**src/rtl/alien_pkg.sv**
```systemverilog
`default_nettype none
// ============================================================================
// Module      : alien_pkg
// Description : Shared types and geometry for the alien formation and its
//               renderer: FSM state encoding, index bit-count helper and
//               default pixel geometry.
// Revision    : 1.0 - initial release
// ============================================================================
package alien_pkg;

    typedef enum logic [1:0] {
        MOVE    = 2'd0,
        LANDED  = 2'd1,
        CLEARED = 2'd2
    } state_t;

    localparam int ALIENS_WIDTH  = 20;
    localparam int ALIENS_HEIGHT = 10;
    localparam int SCREEN_W      = 640;

    // Bits needed to hold the value n itself (so an index equal to the
    // count is representable and can be rejected as out of range).
    function automatic int Size(input int n);
        int s;
        s = 1;
        while ((1 << s) <= n) s++;
        return s;
    endfunction

endpackage
`default_nettype wire

```
**src/rtl/alien_span.sv**
```systemverilog
`default_nettype none
// ============================================================================
// Module      : alien_span
// Description : Combinational extent of the live aliens: lowest and highest
//               occupied column, highest occupied row, and any-alive flag.
// Revision    : 1.0 - initial release
// ============================================================================
module alien_span import alien_pkg::*; #(
    parameter int NB_LIN = 2,
    parameter int NB_COL = 2,
    parameter int SIZE_I = Size(NB_LIN),
    parameter int SIZE_J = Size(NB_COL)
) (
    input  logic [NB_LIN*NB_COL-1:0] alive,
    output logic [SIZE_J-1:0]        jMin,
    output logic [SIZE_J-1:0]        jMax,
    output logic [SIZE_I-1:0]        iMax,
    output logic                     any
);

    logic [NB_COL-1:0] w_colLive;
    logic [NB_LIN-1:0] w_rowLive;

    // Collapse the alive mask into per-column and per-row occupancy
    always_comb begin
        w_colLive = '0;
        w_rowLive = '0;
        for (int i = 0; i < NB_LIN; i++) begin
            for (int j = 0; j < NB_COL; j++) begin
                if (alive[NB_COL*i+j]) begin
                    w_colLive[j] = 1'b1;
                    w_rowLive[i] = 1'b1;
                end
            end
        end
    end

    // Pick the outermost occupied column on each side and the lowest row
    always_comb begin
        jMin = '0;
        jMax = '0;
        iMax = '0;
        for (int j = NB_COL - 1; j >= 0; j--) begin
            if (w_colLive[j]) jMin = SIZE_J'(j);
        end
        for (int j = 0; j < NB_COL; j++) begin
            if (w_colLive[j]) jMax = SIZE_J'(j);
        end
        for (int i = 0; i < NB_LIN; i++) begin
            if (w_rowLive[i]) iMax = SIZE_I'(i);
        end
    end

    assign any = |alive;

endmodule
`default_nettype wire

```
**src/rtl/alien_formation.sv**
```systemverilog
`default_nettype none
// ============================================================================
// Module      : alien_formation
// Description : Movement and lifetime controller for the alien grid. Sweeps
//               the formation sideways once per step interval, descends and
//               reverses at the screen edges, clears aliens on hits and flags
//               landing / clearance.
// Revision    : 1.0 - initial release
// ============================================================================
module alien_formation import alien_pkg::*; #(
    parameter int NB_LIN          = 2,
    parameter int NB_COL          = 2,
    parameter int ALIENS_WIDTH    = alien_pkg::ALIENS_WIDTH,
    parameter int ALIENS_HEIGHT   = alien_pkg::ALIENS_HEIGHT,
    parameter int X_START         = 20,
    parameter int Y_START         = 20,
    parameter int STEP_X          = 4,
    parameter int STEP_Y          = 10,
    parameter int FRAMES_PER_STEP = 2,
    parameter int SCREEN_W        = alien_pkg::SCREEN_W,
    parameter int Y_LIMIT         = 400
) (
    input  logic                        clk,
    input  logic                        rst_n,
    input  logic                        frameTick,
    input  logic                        hit,
    input  logic [Size(NB_LIN)-1:0]     hitLin,
    input  logic [Size(NB_COL)-1:0]     hitCol,
    output logic signed [10:0]          xAlien,
    output logic [9:0]                  yAlien,
    output logic [NB_LIN*NB_COL-1:0]    alive,
    output logic                        dirRight,
    output logic                        landed,
    output logic                        cleared
);

    localparam int SIZE_I = Size(NB_LIN);
    localparam int SIZE_J = Size(NB_COL);
    localparam int CNT_W  = Size(FRAMES_PER_STEP - 1);

    localparam logic [CNT_W-1:0]   c_cntTop = CNT_W'(FRAMES_PER_STEP - 1);
    localparam logic signed [11:0] c_halfW  = 12'(ALIENS_WIDTH / 2);
    localparam logic signed [11:0] c_halfH  = 12'(ALIENS_HEIGHT / 2);
    localparam logic signed [11:0] c_maxX   = 12'(SCREEN_W - 1);
    localparam logic signed [11:0] c_yLimit = 12'(Y_LIMIT);

    state_t                     r_state;
    logic signed [10:0]         r_xAlien;
    logic [9:0]                 r_yAlien;
    logic [NB_LIN*NB_COL-1:0]   r_alive;
    logic                       r_dirRight;
    logic                       r_landed;
    logic                       r_cleared;
    logic [CNT_W-1:0]           r_frameCnt;

    logic [NB_LIN*NB_COL-1:0]   w_aliveNext;
    logic [SIZE_J-1:0]          w_jMin;
    logic [SIZE_J-1:0]          w_jMax;
    logic [SIZE_I-1:0]          w_iMax;
    logic                       w_any;
    logic                       w_stepFire;
    logic signed [11:0]         w_candX;
    logic signed [11:0]         w_leftEdge;
    logic signed [11:0]         w_rightEdge;
    logic [9:0]                 w_yDown;
    logic signed [11:0]         w_bottomEdge;
    logic                       w_blocked;

    // Apply a pending hit to the mask; out-of-range indices never match
    always_comb begin
        w_aliveNext = r_alive;
        if (hit && r_state == MOVE) begin
            for (int i = 0; i < NB_LIN; i++) begin
                for (int j = 0; j < NB_COL; j++) begin
                    if (int'(hitLin) == i && int'(hitCol) == j) w_aliveNext[NB_COL*i+j] = 1'b0;
                end
            end
        end
    end

    // Edges are taken over the post-hit mask so a same-cycle kill widens the path
    alien_span #(
        .NB_LIN (NB_LIN),
        .NB_COL (NB_COL),
        .SIZE_I (SIZE_I),
        .SIZE_J (SIZE_J)
    ) u_span (
        .alive  (w_aliveNext),
        .jMin   (w_jMin),
        .jMax   (w_jMax),
        .iMax   (w_iMax),
        .any    (w_any)
    );

    // Candidate position and the live-span edges it would produce
    always_comb begin
        w_stepFire   = (r_state == MOVE) && frameTick && (r_frameCnt == c_cntTop);
        w_candX      = r_dirRight ? ({r_xAlien[10], r_xAlien} + 12'(STEP_X))
                                  : ({r_xAlien[10], r_xAlien} - 12'(STEP_X));
        w_leftEdge   = w_candX - c_halfW + 12'(2 * ALIENS_WIDTH * int'(w_jMin));
        w_rightEdge  = w_candX - c_halfW + 12'(ALIENS_WIDTH * (2 * int'(w_jMax) + 1));
        w_yDown      = r_yAlien + 10'(STEP_Y);
        w_bottomEdge = $signed({2'b00, w_yDown}) - c_halfH
                       + 12'(ALIENS_HEIGHT * (2 * int'(w_iMax) + 1));
        w_blocked    = w_any && (r_dirRight ? (w_rightEdge > c_maxX)
                                            : (w_leftEdge < 12'sd0));
    end

    // Formation state machine: move/descend, kill, and terminal freeze
    always_ff @(posedge clk) begin
        if (!rst_n) begin
            r_state    <= MOVE;
            r_xAlien   <= 11'(X_START);
            r_yAlien   <= 10'(Y_START);
            r_alive    <= '1;
            r_dirRight <= 1'b1;
            r_landed   <= 1'b0;
            r_cleared  <= 1'b0;
            r_frameCnt <= '0;
        end else begin
            case (r_state)
                MOVE: begin
                    r_alive <= w_aliveNext;
                    if (frameTick) begin
                        r_frameCnt <= (r_frameCnt == c_cntTop) ? '0 : r_frameCnt + 1'b1;
                    end
                    if (w_stepFire) begin
                        if (w_blocked) begin
                            r_yAlien   <= w_yDown;
                            r_dirRight <= ~r_dirRight;
                        end else begin
                            r_xAlien   <= w_candX[10:0];
                        end
                    end
                    if (!w_any) begin
                        r_state   <= CLEARED;
                        r_cleared <= 1'b1;
                    end else if (w_stepFire && w_blocked && w_bottomEdge >= c_yLimit) begin
                        r_state   <= LANDED;
                        r_landed  <= 1'b1;
                    end
                end
                default: begin
                    r_state <= r_state;
                end
            endcase
        end
    end

    assign xAlien   = r_xAlien;
    assign yAlien   = r_yAlien;
    assign alive    = r_alive;
    assign dirRight = r_dirRight;
    assign landed   = r_landed;
    assign cleared  = r_cleared;

endmodule
`default_nettype wire

```
**config.mk**
```make
export PLATFORM = sky130hd
export DESIGN_NAME = alien_formation
export DESIGN_NICKNAME = d
export VERILOG_FILES = /design/src/rtl/alien_pkg.sv /design/src/rtl/alien_span.sv /design/src/rtl/alien_formation.sv
export SDC_FILE = /design/constraint.sdc
export NUM_CORES = 1
export LEC_CHECK = 0
export BUFFER_PORTS_ARGS = -buffer_cell sky130_fd_sc_hd__buf_4
export CAP_MARGIN = 0
export CORE_ASPECT_RATIO = 1.25
export CORE_MARGIN = 2
export CORE_UTILIZATION = 25
export CTS_CLUSTER_DIAMETER = 80
export DETAILED_ROUTE_END_ITERATION = 8
export PLACE_DENSITY = 0.45
export SLEW_MARGIN = 40
export SYNTH_ARGS = -nofsm -noshare
export SYNTH_HDL_FRONTEND = slang
export SYNTH_SLANG_ARGS = --single-unit
```
**constraint.sdc**
```tcl
create_clock -name clk -period 4.7 [get_ports clk]
set_clock_uncertainty 0.15 [all_clocks]
set_input_delay 0.47 -clock clk [delete_from_list [all_inputs] [get_ports clk]]
set_output_delay 0.47 -clock clk [all_outputs]
set_load 0.01 [all_outputs]
```
### Yosys cells after proc, flatten, opt, wreduce, memory -nomap -nowiden

Index checks and enable logic that the tools add are counted.

* input port bits: 8
* bits in registers: 31

* reduce and logical (&&, ||, !) cells: 20
* order comparisons: 3
* muxes and demuxes: 19
* equal/unequal tests: 3
* bitwise operators: 3
* $add $sub $neg: 11
* $mul: 3

Operators with widths (count)
* $mux 1: 15
* $mul 3x4->7 const A: 2
* $add 11x4->12 const B: 1
* $add 11x9->12: 1
* $add 12x10->12: 1
* $add 12x9->12: 1
* $ge 12x10->1 const B: 1
* $gt 12x11->1 const B: 1
* $lt 12x1->1 const B: 1
* $mux 12: 1
* $sub 11x4->12 const B: 1
* $sub 12x5->12 const B: 1
* $sub 10x3->11 const B: 1
* $add 10x4->10 const B: 1
* $logic_and 1x1->1: 10
* $reduce_and 3->1: 3
* $add 3x1->4 const B: 2
* $logic_not 2->1: 3
* $reduce_and 2->1: 3
* $mul 3x2->5 const A: 1
* $eq 2x2->1 const B: 2
* $mux 2: 2
* $mux 4: 1
* $reduce_or 4->1: 1
* other kinds (3): 5

### Longest topological paths before layout

Gate-level depths: netlist of run 1.

* word-level depth: 17
* mapped depth: 18
* depth with buffers taken out: 16

### Hierarchy

A second synthesis of run 1 with hierarchy kept.

* cells, all modules: 354
* area total of the unflattened synthesis: 2832.7 um2

By module, submodules not included
* alien_formation: area an instance 2777.7 um2, seq. area each 560.5 um2, instances 1, cells each 346
* alien_span: area an instance 55.1 um2, seq. area each 0.0 um2, instances 1, cells each 8

### Least setup slack after synthesis of run 1

Ideal clock, no wire load.

* kind: reg-to-reg
* start: register r_dirRight, in the netlist dirRight
* end: register r_xAlien[2], in the netlist xAlien[2]
* buffers on the path: 1
* cell stages (with the launch flop): 18
* setup slack: 0.579 ns
* arrival: 3.850 ns
* period minus slack after synthesis: 4.121 ns
* cells stage by stage: dfxtp_1 > inv_1 > ha_1 > a211oi_4 > nor2_4 > xor2_1 > xor2_1 > ha_1 > a211o_1 > a221oi_1 > nand2_1 > o221a_2 > nor3_1 > o211ai_1 > nand2_1 > o21a_1 > buf_2 > mux2_2

* cells in the longest elaborated chain, start to end: 8

RTL lines
* start: declaration: RTL line alien_formation.sv:51 `logic r_dirRight;`
* start signal: assignment: RTL line alien_formation.sv:130 `r_dirRight <= ~r_dirRight;`
* $mux 12: RTL line alien_formation.sv:98 `w_candX = r_dirRight ? ({r_xAlien[10], r_xAlien} + 12'(STEP_X))`
* $sub 12x5->12: RTL line alien_formation.sv:100, alien_formation.sv:101
* $add 12x9->12 / $add 12x10->12 (equally long branches): RTL line alien_formation.sv:100, alien_formation.sv:101
* $lt 12x1->1 / $gt 12x11->1 (equally long branches): RTL line alien_formation.sv:106, alien_formation.sv:105
* $mux 1: RTL line alien_formation.sv:105 `w_blocked = w_any && (r_dirRight ? (w_rightEdge > c_maxX)`
* $logic_and 1x1->1: RTL line alien_formation.sv:105
* $not 1->1 (no source line)
* $reduce_and 3->1 (no source line)
* end signal: assignment: RTL line alien_formation.sv:113 `r_xAlien <= 11'(X_START);`
* end signal: assignment: RTL line alien_formation.sv:132 `r_xAlien <= w_candX[10:0];`
* end: declaration: RTL line alien_formation.sv:48 `logic signed [10:0] r_xAlien;`

Several ways; a longest one is shown, not always the timed one.
A chain may end at the register's enable or synchronous reset.

### Worst setup path in the final report of run 1

* start: register r_dirRight, in the netlist dirRight
* end: register r_landed, in the netlist landed

* cells in the longest elaborated chain, start to end: 9

RTL lines
* $mux 12: RTL line alien_formation.sv:98
* $sub 12x5->12: RTL line alien_formation.sv:100, alien_formation.sv:101
* $add 12x9->12 / $add 12x10->12 (equally long branches): RTL line alien_formation.sv:100, alien_formation.sv:101
* $lt 12x1->1 / $gt 12x11->1 (equally long branches): RTL line alien_formation.sv:106, alien_formation.sv:105
* $mux 1 *: RTL line alien_formation.sv:105
* $logic_and 1x1->1 *: RTL line alien_formation.sv:105
* $logic_and 1x1->1 * (2 in a row): RTL line alien_formation.sv:138 `end else if (w_stepFire && w_blocked && w_bottomEdge >= c_yLimit) begin`
* $reduce_and 3->1 (no source line) *
* end signal: assignment: RTL line alien_formation.sv:117 `r_landed <= 1'b0;`
* end signal: assignment: RTL line alien_formation.sv:140 `r_landed <= 1'b1;`
* end: declaration: RTL line alien_formation.sv:52 `logic r_landed;`

Mark *: on every way between the ends. The rest lies on a longest branch, timed or not.

==> flow_metrics.py, run 1 <==
metrics = {
    "route": {
        "drt-total-wl_um": 7950,
        "antenna_left": 0,
        "avgViaCountPerCell": 5.15,
        "avgRoutedWirePerCell_um": 15.0,
        "drc": 0,
        "vias": 2728,
        "drt_iter0_markers": 86,
        "dr.pass1.iters": 6,
    },
    "grt": {
        "grt_pass1_wl_um": 13100,
        "grt_max_degree": 36,
        "overflow": 0,
        "grt_antenna_before_repair": 0,
        "grtUsageTotal_pct": 12.7,
        "first_global_vias": 2616,
    },
    "synth": {
        "yosysSeqAreaShare_pct": 19.0,
        "syn_avg_cell_area_um2": 7.88,
        "synth_area_um2": 2950,
        "yosysUniqueCellTypes": 78,
        "synth_flop_cell": "dfxtp_1",
        "netlist.area_leader.share_pct": 19.0,
        "netlist_top_cells_area": "dfxtp_1, ha_1, nand2_1",
        "synth_largest_area_cell": "dfxtp_1",
        "synthCells": 375,
        "synth_edf_count": 0,
        "ys_ff_latch": 28,
        "async_flop_share_pct": 0,
        "yosysWarnings": 0,
    },
    "flow_run": {
        "maxCapViolCount": 0,
    },
    "timing": {
        "relSlewSlack_pct": 54.9,
        "timing.final.crit_share_pct": 91.1,
        "period_needed_ns": 4.28,
        "worstMarginPinSlew_ns": 0.672,
        "hold_violations": 0,
        "drv_slew": 0,
        "fmax_mhz": 234,
        "setup_viol": 0,
        "grt_setup_unrepaired": "no",
        "setup-tns-final_ns": 0,
    },
    "floorplanning": {
        "die_w_um": 101,
        "dieArea_um2": 12700,
        "die_height_um": 126,
        "rows": 44,
        "core_area_um2": 11600,
        "io_pins": 36,
        "start_util_pct": 25.6,
    },
    "clock_tree": {
        "cts_hold_buffers": 0,
        "ctsResizeCount": 0,
        "cts_tree": "done",
        "h-tree-depth": 1,
        "cts-buffers-inserted": 3,
        "insertion_delay_ns": 0.27,
        "postCtsSetupBuffers": 0,
        "clkTransAtPathRegs_ns": 0.08,
        "clock-root-buffer": "clkbuf_16",
        "cts.sinks": 28,
        "cts_buffer_depth": 2,
    },
    "power_and_ir_drop": {
        "peakVddDrop_mv": 0.256,
        "leakage_nw": 1.31,
        "power.density_nw_per_um2": 789,
        "total_power_mw": 2.67,
    },
    "setup_path": {
        "reg2regPathDepth": 17,
        "required_ns": 4.77,
        "arrival_ns": 4.35,
        "r2r-end": "landed$_SDFFE_PN0P_",
        "rr_startpoint": "dirRight$_SDFFE_PN1P_",
        "worstSetupPathType": "flop to flop",
        "worst_setup_path_end_kind": "flop",
        "r2r_setup_slack_ns": 0.42,
        "crit_path_start_kind": "flop",
        "critPathMaxFanout": 12,
    },
    "cells_and_area": {
        "fillers": 1263,
        "syn2layout_area_growth_pct": 14.5,
        "ff_latch_area_um2": 561,
        "drive_above_1_share_pct": 16.1,
        "layout_common_cells": "nand2_1, buf_4, dfxtp_1",
        "layout.cells.non_filler": 530,
        "antennaDiodeCount": 0,
        "final_nets": 418,
        "final_common_cell": "nand2_1",
        "multi_input_comb_area_um2": 2220,
    },
    "min_path": {
        "hold_end": "xAlien[6]$_SDFFE_PN0P_",
        "hp-start": "xAlien[6]$_SDFFE_PN0P_",
        "worstHoldPathType": "flop to flop",
        "hold_depth": 2,
    },
    "placed_design": {
        "place_inst": 526,
        "gp_congestion": 0.814,
        "hpwl_um": 6140,
        "portBuffers": 32,
    },
    "run_status": {
        "status": "completed",
    },
}
-- cells by family (layout without fill, tap and decap cells) --
family / after synthesis / after routing / synth area share (%)
buf+inv: 43 / 58 / 6.69
xor+xnor: 28 / 28 / 9.28
other cells: 1 / 3 / 0.127
simple gates: 151 / 151 / 28.3
fa+ha+maj: 18 / 18 / 7.79
flops: 28 / 28 / 19.0
compound gates: 92 / 92 / 23.9
mux: 14 / 14 / 4.91
-- Yosys cell counts (10+ instances only) --
library cell,instances
nand2_1,40
dfxtp_1,28
nor2_1,20
inv_1,17
ha_1,16
nand2b_1,15
a21oi_1,14
nand3_1,14
xnor2_1,14
clkbuf_1,13
mux2i_1,12
xor2_1,12
nor3_1,10
nor3b_1,10
-- worst max-delay path: stages (launching register included) --
cell and delay [ns]:
dfxtp_1 0.35, inv_2 0.11, ha_1 0.34, a211oi_4 0.38, nor2_4 0.11, xor2_1 0.24
xor2_1 0.14, ha_1 0.22, a211o_1 0.23, a221oi_1 0.27, nand2_1 0.13, nor4_1 0.24
nor3_1 0.08, o211ai_1 0.27, nand3_2 0.27, buf_4 0.23, nor4_1 0.34, a21o_1 0.12
-- area by class of cell --
type / instances / share of cell area [%]
clock buffers: 4 / 2.63
inverters: 17 / 1.89
multi-input cells: 306 / 65.6
flip-flops and latches: 28 / 16.6
well taps: 138 / 5.11
repair buffers: 37 / 8.21
-- flip-flops by register name, indices dropped and copies added, names as in the netlist --
signal / count
xAlien: 9
yAlien: 9
alive: 4
r_state: 2
cleared: 1
dirRight: 1
landed: 1
r_frameCnt: 1
-- routing by layer --
| layer | vias up | global-route usage, % | part of all wire (%) |
|---|---|---|---|
| met2 | 26 | 23.8 | 54 |
| met4 | 0 | 3.34 | 1.2 |
| met3 | 5 | 1.29 | 1.9 |
| met5 | - | 0 | 0 |
| li1 | 1406 | - | - |
| met1 | 1291 | 15.2 | 43 |
-- report_power, final --
group,switching (mW),total (mW),internal [mW]
clock network,0.0920,0.223,0.131
logic,1.29,2.13,0.847
registers,0.0449,0.312,0.267
-- worst max path at each step --
stage / start / to / slack [ns] / depth (start not counted)
floorplan: dirRight$_SDFFE_PN1P_ / xAlien[2]$_SDFFE_PN1P_ / 0.58 / 17
global placement: dirRight$_SDFFE_PN1P_ / r_state[0]$_SDFFE_PN0P_ / 0.35 / 17
detailed placement: dirRight$_SDFFE_PN1P_ / landed$_SDFFE_PN0P_ / 0.26 / 17
CTS: dirRight$_SDFFE_PN1P_ / landed$_SDFFE_PN0P_ / 0.22 / 17
global route: dirRight$_SDFFE_PN1P_ / yAlien[1]$_SDFFE_PN0P_ / 0.02 / 17
finish: dirRight$_SDFFE_PN1P_ / landed$_SDFFE_PN0P_ / 0.42 / 17
-- stage by stage --
step / setup WS (ns) / utilization (%) / instance area [um2] / hold WS [ns]
finish: 0.419 / 29.3 / 3380 / 0.339
global route: 0.0179 / 29.3 / 3380 / 0.366
CTS: 0.224 / 29.2 / 3380 / 0.342
detailed placement: 0.263 / 28.4 / 3290 / 0.332
global placement: 0.349 / 28.4 / 3280 / 0.318
floorplan: 0.579 / - / 2960 / 0.311
No activity file was read; power rests on OpenSTA's default activity.
==> run 2: changes to the inputs <==
ABC_AREA = 1   (was default)
PLACE_DENSITY = 0.46   (was 0.45)
clock period = 3.4 ns   (was 4.7 ns; I/O delays follow)
==> run 2 against run 1 <==
Critical path depth is 3 higher. Sequential share of layout area is 1.1 points lower. Core utilization grew 3.3 points. Synthesized area fell by 2.2%. Final area rose by 7.7%. First-iteration DRC count rose by 5.8%. Die area shrank 2.1%. Register-to-register slack worse by 0.15 ns. Global-route usage decreased by 0.36 points. Via count increased by 15%. Highest routed layer unchanged.
==> flow_metrics.py, run 2 <==
metrics = {
    "synth": {
        "synth_edf_count": 0,
        "synth_top_family_by_area": "simple AND/OR/NAND/NOR gates",
        "async_flop_share_pct": 0,
        "yosysWarnings": 0,
        "netlist.area_leader.share_pct": 23.9,
        "yosys.area_share.simple_pct": 53.0,
        "ys_ff_latch": 28,
        "synth_adder_area_share_pct": 7.62,
        "yosysUniqueCellTypes": 29,
        "synth_flop_cell": "dfxtp_1",
        "netlist_top_cells_area": "nand2_1, dfxtp_1, nand3_1",
        "yosysSeqAreaShare_pct": 19.4,
        "yosysMostFrequentCell": "nand2_1",
        "synthCells": 512,
        "synth_compound_area_share_pct": 5.32,
        "synthMuxAreaShare_pct": 0,
        "syn_avg_cell_area_um2": 5.65,
        "synth_xor_area_share_pct": 2.12,
        "synth_commonest_cells": "nand2_1, inv_1, nand3_1",
        "synth_largest_area_cell": "nand2_1",
        "synth_area_um2": 2890,
    },
    "timing": {
        "fmax_mhz": 319,
        "timing.final.crit_share_pct": 92.1,
        "hold_slack_ns": 0.251,
        "hold_violations": 0,
        "grt_setup_unrepaired": "yes",
        "period_needed_ns": 3.13,
        "drv_slew": 0,
        "setup_viol": 0,
    },
    "floorplanning": {
        "dieArea_um2": 12400,
        "die_w_um": 100,
        "start_util_pct": 25.8,
        "io_pins": 36,
        "core_area_um2": 11200,
        "rows": 43,
        "die_height_um": 124,
    },
    "setup_path": {
        "critPathMaxFanout": 8,
        "crit_path_top_delay_cell": "fa_2",
        "worstSetupPathType": "flop to flop",
        "critPathMaxStageDelay_ns": 0.36,
        "worst_setup_path_end_kind": "flop",
        "crit_top_cell": "nand2_1",
        "required_ns": 3.41,
        "crit_path_start_kind": "flop",
        "critical_path.cell_chain": "buf_8 > fa_2 > inv_2 > buf_4 > nand3_1 > nand2_2 > nand2_1 > nand2_2 > nand3_2 > nand2_2 > nand2_1 > o21ai_1 > nand3_1 > nand2_1 > nand3_1 > nand2_1 > clkinv_4 > buf_4 > nand4_1 > a21oi_1",
        "arrival_ns": 3.14,
    },
    "placed_design": {
        "hpwl_um": 6310,
        "portBuffers": 32,
        "place_inst": 677,
        "gp_congestion": 0.794,
    },
    "cells_and_area": {
        "final_common_cell": "nand2_1",
        "fillers": 1247,
        "ff_latch_area_um2": 564,
        "layout_common_cells": "nand2_1, inv_1, nand3_1",
        "multi_input_comb_area_um2": 2140,
        "final_nets": 585,
        "antennaDiodeCount": 0,
        "drive_above_1_share_pct": 20.0,
        "syn2layout_area_growth_pct": 26.1,
        "final_core_util_pct": 32.6,
        "layout.cells.non_filler": 694,
    },
    "grt": {
        "first_global_vias": 2910,
        "grt_pass1_wl_um": 12800,
        "grt_antenna_before_repair": 0,
        "grt_max_degree": 25,
        "grtUsageTotal_pct": 12.4,
        "overflow": 0,
    },
    "clock_tree": {
        "clkTransAtPathRegs_ns": 0.07,
        "insertion_delay_ns": 0.27,
        "cts-buffers-inserted": 3,
        "h-tree-depth": 1,
        "cts_tree": "done",
        "cts_buffer_depth": 2,
        "cts_hold_buffers": 0,
        "cts.sinks": 28,
        "clock-root-buffer": "clkbuf_16",
    },
    "route": {
        "drt_iter0_markers": 91,
        "avgViaCountPerCell": 4.52,
        "vias": 3136,
        "drc": 0,
        "antenna_left": 0,
        "avgRoutedWirePerCell_um": 11.6,
        "dr.pass1.iters": 4,
        "drt-total-wl_um": 8030,
    },
    "min_path": {
        "worstHoldPathType": "input port to flop",
    },
    "run_status": {
        "status": "completed",
    },
    "flow_run": {
        "maxCapViolCount": 0,
    },
}
-- run 2: cell types whose count changed after synthesis, sizes merged, moves of 11 or more --
cell    previous run  this run
nand2             40       199
nand4              3        14
nor2              22        56
inv               17        77
nand3             15        66
nand2b            15         0
xnor2             14         3
mux2i             13         0
-- run 2: logic make-up after synthesis --
group | count (synthesis)
AO/OA/AOI/OAI | 30
XOR/XNOR | 7
adder cells (fa/ha/maj) | 17
buffers and inverters | 88
flip-flops | 28
other | 1
AND/OR/NAND/NOR | 341
-- run 2: worst paths after layout --
kind / start / end / slack, ns / cells past startpoint
worst max-delay path: dirRight$_SDFFE_PN1P_ / landed$_SDFFE_PN0P_ / 0.27 / 20
worst min-delay path: rst_n / alive[2]$_SDFFE_PN1N_ / 0.25 / 2
worst max register to register: dirRight$_SDFFE_PN1P_ / landed$_SDFFE_PN0P_ / 0.27 / 20
worst min register to register: landed$_SDFFE_PN0P_ / landed$_SDFFE_PN0P_ / 0.30 / 2
-- run 2: repair_timing --
| action | CTS | global route |
|---|---|---|
| setup endpoints to repair | 2 | 21 |
| buffers inserted | 0 | 10 |
| resized for setup | 2 | 32 |
| gates cloned | 0 | 3 |
| endpoints found under the hold margin | 0 | 0 |
| pin swaps | 1 | 17 |
-- run 2: cell type report --
class / count / area share, %
Timing Repair Buffer: 49 / 10.3
Clock buffer: 3 / 2.06
Multi-Input combinational cell: 401 / 58.6
Tap cell: 135 / 4.64
Clock inverter: 1 / 0.824
Sequential cell: 28 / 15.5
Inverter: 77 / 8.07
-- run 2: critical path: cells and delay by family (launching register included) --
family,cells,cell delay [ns]
simple gates,12,1.26
buf+inv,5,0.62
fa+ha+maj,1,0.36
flops,1,0.34
compound gates,2,0.29
-- run 2: metal layers --
layer / vias to the layer above / track usage, % / wire length (um)
met5: - / 0 / 0
met4: 0 / 3.38 / 93
met3: 5 / 1.07 / 132
met2: 29 / 23.6 / 4200
met1: 1395 / 14.3 / 3600
li1: 1707 / - / -
-- run 2: per-stage QoR --
stage / area, um2 / setup slack [ns] / TNS [ns]
5_1_grt: 3640 / -0.00309 / -0.00309
3_3_place_gp: 3290 / 0.0496 / 0
6_report: 3640 / 0.267 / 0
3_5_place_dp: 3290 / 0.0112 / 0
2_1_floorplan: 2900 / 0.114 / 0
4_1_cts: 3410 / 0.0497 / 0
Power of run 2 is left out: the tool's default activity adds up to more than one toggle a clock period on the data nets, which glitch-free logic cannot reach.
